## config.mk

```make
export PLATFORM = sky130hd
export DESIGN_NAME = hazard_ctrl
export DESIGN_NICKNAME = d
export VERILOG_FILES = /design/src/rtl/hazard_ctrl.sv
export SDC_FILE = /design/constraint.sdc
export NUM_CORES = 1
export LEC_CHECK = 0
export CAP_MARGIN = 20
export CORE_MARGIN = 3
export CORE_UTILIZATION = 41
export CTS_CLUSTER_DIAMETER = 80
export DETAILED_ROUTE_END_ITERATION = 10
export GPL_TIMING_DRIVEN = 0
export PLACE_DENSITY = 0.76
export SLEW_MARGIN = 20
export SYNTH_ARGS = -nofsm -noshare
export SYNTH_HDL_FRONTEND = slang
export SYNTH_SLANG_ARGS = --single-unit
```

## constraint.sdc

```tcl
create_clock -name clk -period 2.2 [get_ports clk]
set_input_delay 0.44 -clock clk [delete_from_list [all_inputs] [get_ports clk]]
set_output_delay 0.44 -clock clk [all_outputs]
set_load 0.02 [all_outputs]
```

## src/rtl/hazard_ctrl.sv

```systemverilog
// Load-use stall / taken-branch flush controller for the IF/ID, ID/EX and EX/MEM registers.
// Latency: control outputs are combinational in the same cycle; state and counters update on clk.
// Backpressure: a load-use stall holds the PC and IF/ID for one cycle; a taken branch always wins over a stall.
module hazard_ctrl #(
    parameter int CNT_W = 16
) (
    input  logic             clk,
    input  logic             rst,
    input  logic [4:0]       ID_rs,
    input  logic [4:0]       ID_rt,
    input  logic             ID_UsesRt,
    input  logic             EX_MemRead,
    input  logic [4:0]       EX_rt,
    input  logic             MEM_Branch,
    input  logic             MEM_Zero,
    output logic             PCWrite,
    output logic             IF_ID_Write,
    output logic             ID_EX_Bubble,
    output logic             IF_ID_Flush,
    output logic             EX_MEM_Flush,
    output logic             PCSrc,
    output logic [1:0]       state,
    output logic [CNT_W-1:0] stall_cnt,
    output logic [CNT_W-1:0] flush_cnt
);

    typedef enum logic [1:0] {
        RUN     = 2'd0,
        STALL   = 2'd1,
        FLUSH   = 2'd2,
        ILLEGAL = 2'd3
    } state_t;

    state_t cur_st;
    state_t nxt_st;

    logic taken;
    logic lu_haz;
    logic do_flush;
    logic do_stall;

    localparam logic [CNT_W-1:0] CNT_ONE = {{(CNT_W-1){1'b0}}, 1'b1};

    assign taken  = MEM_Branch & MEM_Zero;
    // $zero is never a real producer, so a load targeting it cannot create a hazard.
    assign lu_haz = EX_MemRead & (EX_rt != 5'd0) &
                    ((EX_rt == ID_rs) | (ID_UsesRt & (EX_rt == ID_rt)));

    always_comb begin
        do_flush = 1'b0;
        do_stall = 1'b0;
        case (cur_st)
            RUN, STALL: begin
                if (taken)       do_flush = 1'b1;
                else if (lu_haz) do_stall = 1'b1;
            end
            // MEM holds the bubble we just inserted, so its branch flags are stale.
            FLUSH: begin
                if (lu_haz) do_stall = 1'b1;
            end
            default: begin
                do_flush = 1'b0;
                do_stall = 1'b0;
            end
        endcase
    end

    always_comb begin
        nxt_st       = RUN;
        PCWrite      = 1'b1;
        IF_ID_Write  = 1'b1;
        ID_EX_Bubble = 1'b0;
        IF_ID_Flush  = 1'b0;
        EX_MEM_Flush = 1'b0;
        PCSrc        = 1'b0;
        if (do_flush) begin
            nxt_st       = FLUSH;
            PCSrc        = 1'b1;
            IF_ID_Flush  = 1'b1;
            ID_EX_Bubble = 1'b1;
            EX_MEM_Flush = 1'b1;
        end else if (do_stall) begin
            nxt_st       = STALL;
            PCWrite      = 1'b0;
            IF_ID_Write  = 1'b0;
            ID_EX_Bubble = 1'b1;
        end
    end

    always_ff @(posedge clk or posedge rst) begin
        if (rst) begin
            cur_st <= RUN;
        end else begin
            cur_st <= nxt_st;
        end
    end

    always_ff @(posedge clk or posedge rst) begin
        if (rst) begin
            stall_cnt <= '0;
            flush_cnt <= '0;
        end else begin
            if (!PCWrite && (stall_cnt != '1)) stall_cnt <= stall_cnt + CNT_ONE;
            if (PCSrc && (flush_cnt != '1))    flush_cnt <= flush_cnt + CNT_ONE;
        end
    end

    assign state = cur_st;

endmodule
```

# --- Word level (Yosys, flattened, before mapping) ---
# Cells that the tools add are included.
classes:
  add_sub_neg: 2
  eq_ne: 6
  muxes: 12
  bitwise: 5
  n_reduce_logical: 6
ops:
  columns: ["op", "n"]
  rows:
  - ["adder 16 x 1 -> 16 bit (second input constant)", 2]
  - ["!= test 16 bit (second input constant)", 2]
  - ["equality test 5 bit", 2]
  - ["2-to-1 mux 1 bit", 10]
  - ["nonzero test 5 bit", 1]
  - ["bitwise AND 1 bit", 4]
  - ["equality test 2 x 1 -> 1 bit (second input constant)", 1]
  - ["equality test 2 bit (second input constant)", 1]
  - ["logical AND 1 bit", 2]
  - ["logical NOT 2 bit", 1]
  - ["2-to-1 mux 2 bit", 1]
  - ["one-hot mux 1 bit (2 select lines)", 1]
  - ["OR reduction 2 bit", 1]
  - ["logical NOT 1 bit", 1]
  - ["OR 1 bit", 1]
word_totals:
  reg_bits: 34
  in_bits: 21
  out_inout_bits: 40
  elab_cells: 34

# --- Depth between registers and ports, before layout ---
logic_depth:
  ltp_word: 11
  depth_mapped: 6
  ltp_nobuf: 6

# --- Least setup slack after synthesis ---
# No wires, ideal clock.
synth_timing:
  path_kind: "in2out"
  startpoint: "input port EX_rt[3]"
  endpoint: "output port ID_EX_Bubble"
  arrival_ns: 1.859
  required_ns: 1.760
  path_slack_ns: -0.099
  stages: 6
  path_buffers: 1
  path_cell_list: "xor2_1 -> nor4_1 -> a32oi_1 -> buf_2 -> or2_2 -> nand2_1"
synth_via:
  elab_chain_len: 9
  elab_cells_between_ends: 12
  cone_classes: "2 x eq/ne; 5 x mux; 4 x bitwise; 1 x reduce/logical"
synth_rtl:
  columns: ["element", "line", "rtl"]
  rows:
  - ["from (decl)", "13", "input logic [4:0] EX_rt,"]
  - ["equality test 5 bit", "47", "((EX_rt == ID_rs) | (ID_UsesRt & (EX_rt == ID_rt)));"]
  - ["bitwise AND 1 bit", "47", null]
  - ["OR 1 bit", "47", null]
  - ["bitwise AND 1 bit *", "46", "assign lu_haz = EX_MemRead & (EX_rt != 5'd0) &"]
  - ["2-to-1 mux 1 bit *", "55, 59", null]
  - ["2-to-1 mux 1 bit", "54", "if (taken) do_flush = 1'b1;"]
  - ["one-hot mux 1 bit (2 select lines) *", "52", "case (cur_st)"]
  - ["2-to-1 mux 1 bit *", "82", "end else if (do_stall) begin"]
  - ["2-to-1 mux 1 bit *", "76", "if (do_flush) begin"]
  - ["to (decl)", "18", "output logic ID_EX_Bubble,"]
# Every way passes the cells marked *; elsewhere a longest branch is shown, timed or not.

# --- Worst setup path after layout ---
layout_timing:
  startpoint: "input port MEM_Branch"
  endpoint: "output port PCWrite"
layout_via:
  elab_chain_len: 5
  elab_cells_between_ends: 7
  cone_classes: "6 x mux; 1 x bitwise"
layout_rtl:
  columns: ["element", "line", "rtl"]
  rows:
  - ["from (decl)", "14", "input logic MEM_Branch,"]
  - ["bitwise AND 1 bit *", "44", "assign taken = MEM_Branch & MEM_Zero;"]
  - ["2-to-1 mux 1 bit", "54", null]
  - ["one-hot mux 1 bit (2 select lines)", "52", null]
  - ["2-to-1 mux 1 bit", "82", null]
  - ["2-to-1 mux 1 bit *", "76", null]
  - ["to (decl)", "16", "output logic PCWrite,"]
# Marks and branches as above.

==> flow_summary.json <==
{
  "worst_slack_ps": -4.69,
  "worst_clock_skew_ps": 5.76,
  "final_antenna_net_count": 0,
  "post-route-period-util": 1.00,
  "rows": 23,
  "drv_cap": 0,
  "clk_latency_ps": 280,
  "final_util": 0.635,
  "slowest_stage": "clkdlybuf4s50_1",
  "area_delta_synth_final_pct": 45.6,
  "vias_per_cell": 5.23,
  "slew_viol_final": 0,
  "grt_pass1_vias": 1346,
  "path_max_fanout": 4,
  "clk_pin_slew_ps": 70,
  "fmaxAchievable_mhz": 454,
  "drt_iter0_drc": 66,
  "max_slew_margin": 0.504,
  "worstPathRequired_ps": 1760,
  "yosys.area.top_type": "dfrtp_1",
  "first_pass_iters": 4,
  "finalSetupViolations": 1,
  "async_flop_share": 1.00,
  "cts-root-buf": "clkbuf_8",
  "cp.arrival_ps": 1760,
  "peakVddDrop_mv": 0.530,
  "outcome": "complete, but fails checks",
  "synth.most_common_cell": "dfrtp_1",
  "p_leak_nw": 1.20,
  "vias": 1486,
  "worstPathCellList": "clkdlybuf4s50_1, nand3b_1, buf_6, o2111ai_4, or2_4, buf_6, buf_6",
  "gr-total-overflow": 0,
  "synth_cells": 163,
  "place.gp.congestion": 0.796,
  "dieArea_um2": 5180,
  "grt_max_degree": 35,
  "fin_crit_ps": 2200,
  "syn_avg_cell_area_um2": 10.9,
  "cts_sinks": 34,
  "core_um2": 4090,
  "hold_viol_final": 0,
  "fin_nets": 257,
  "initial_core_util": 0.436,
  "wire_per_inst_um": 14.5,
  "drcViolationCount": 0,
  "synth_edf_count": 0,
  "synth_flop_cell": "dfrtp_1",
  "htreeDepth": 2,
  "cpMostUsedCell": "buf_6",
  "ys_ff_latch": 34,
  "tns_ps": -4.69,
  "endpoint_kind": "primary output",
  "grt_pass1_wl_um": 6670,
  "cts_tree": "done",
  "place.port_buffers": 60,
  "synth_top_cells_by_count": "dfrtp_1 (34), xor2_1 (27), nand2_1 (13), nand3_1 (13), xnor2_1 (13)",
  "netlist_area_um2": 1780,
  "final_layout_size_suffix_gt1_frac": 0.188,
  "min_path_type": "reg2reg",
  "synthTopCellsByArea": "dfrtp_1 (48%), xor2_1 (13%), xnor2_1 (6.4%)",
  "yosysSeqAreaShare": 0.477,
  "cpPeakStageDelay_ps": 410,
  "start_kind": "input port",
  "cts_made_buffers": 5,
  "violations": "negative setup slack",
  "num_io_pins": 61,
  "totalWireLength_um": 4120,
  "grt_setup_unrepaired": "true",
  "synth_cell_types": 32,
  "clockBufferDepth": 2,
  "yosysTopAreaCellShare": 0.477,
  "worst_pin_slew_ps": 744,
  "criticalPathCategory": "in2out",
  "insertedDiodeCount": 0,
  "die_w_um": 71.9,
  "grt_antenna_before_repair": 0,
  "syn_nets": 186,
  "ys_warn_count": 0,
  "dp_hpwl_um": 2990,
  "die_h_um": 71.9,
  "grt_use_total": 0.163,
  "powerDensity_nw_per_um2": 700
}
-- placed cells by master (no fill, tap or decap), types with 2 or more instances in the layout --
cell             synthesis  routed
and3_1                   8       8
and4_1                   3       3
buf_2                    1       6
buf_4                    3       6
buf_6                    0       6
clkbuf_8                 0       6
clkdlybuf4s50_1          0      38
dfrtp_1                 34      34
dlygate4sd2_1            0      10
ha_1                     2       2
inv_2                    0       2
nand2_1                 13      12
nand3_1                 13      13
nand4_1                  9       9
nor3_1                   9       8
nor4_1                   5       4
nor4_2                   2       3
xnor2_1                 13      12
xor2_1                  27      26
-- critical path: cells and delay by family --
kind / cells / cell delay [ps]
buffers and inverters: 4 / 790
AOI/OAI and AO/OA: 1 / 120
and+or+nand+nor: 2 / 420
-- layer usage --
layer / global-route usage / vias to the layer above / share of wire
met5: 0 / - / 0
met4: 0.0438 / 0 / 0.0070
met3: 0.0388 / 2 / 0.055
met2: 0.240 / 48 / 0.45
met1: 0.243 / 714 / 0.49
li1: - / 722 / -
-- metrics by stage --
stage	hold WS [ps]	cell area, um2	setup WS [ps]	instances	power (mW)
final	500	2600	-4.69	284	1.82
after global routing	508	2600	-53.5	284	1.91
after CTS	496	2610	-75.3	284	1.84
after detailed placement	482	2460	-1180	273	1.25
after global placement	481	2460	-1180	273	1.24
after floorplan	582	1800	14.8	163	1.02
-- registers in the layout (all words and copies together), names as in the netlist --
name       flops
state          2
flush_cnt     16
stall_cnt     16
-- kinds of logic after synthesis --
kind of cell | Yosys count | share of synthesized area
AO/OA/AOI/OAI | 5 | 0.0372
XOR/XNOR | 40 | 0.196
adder cells (fa/ha/maj) | 2 | 0.0140
buffers and inverters | 7 | 0.0218
flip-flops | 34 | 0.477
multiplexers | 2 | 0.0126
AND/OR/NAND/NOR | 73 | 0.241
-- power by group --
part	total, mW	switching (mW)	leakage (nW)	internal, mW
Clock	0.581	0.219	0.0573	0.362
Sequential	0.790	0.0983	0.462	0.692
Combinational	0.447	0.218	0.680	0.230
Total	1.82	0.535	1.20	1.28
-- path summary, 6_finish.rpt --
| kind | end | slack, ps | startpoint | depth (start not counted) |
|---|---|---|---|---|
| max in group asynchronous | stall_cnt[9]$_DFFE_PP0P_ | 1170 | rst | 2 |
| min in group asynchronous | stall_cnt[3]$_DFFE_PP0P_ | 590 | rst | 2 |
| worst max-delay path | PCWrite | -5 | MEM_Branch | 7 |
| worst min-delay path | stall_cnt[8]$_DFFE_PP0P_ | 500 | stall_cnt[8]$_DFFE_PP0P_ | 1 |
| worst min register to register | stall_cnt[8]$_DFFE_PP0P_ | 500 | stall_cnt[8]$_DFFE_PP0P_ | 1 |
| worst max register to register | stall_cnt[13]$_DFFE_PP0P_ | 220 | stall_cnt[0]$_DFFE_PP0P_ | 6 |
-- what timing repair did --
action                     in CTS  in global routing
resized for setup              66                  3
buffers inserted                4                  1
hold buffers                    0                  0
setup endpoints to repair      11                  3
pin swaps                      11                  5
-- area by class of cell --
type | instances | area [um2]
Buffer | 3 | 26.3
Clock buffer | 6 | 82.6
Clock inverter | 1 | 30.0
Fill cell | 369 | 1490
Inverter | 3 | 11.3
Multi-Input combinational cell | 122 | 932
Sequential cell | 34 | 851
Tap cell | 50 | 62.6
Timing Repair Buffer | 65 | 601
Note: power is estimated with default switching activity, not from simulation.
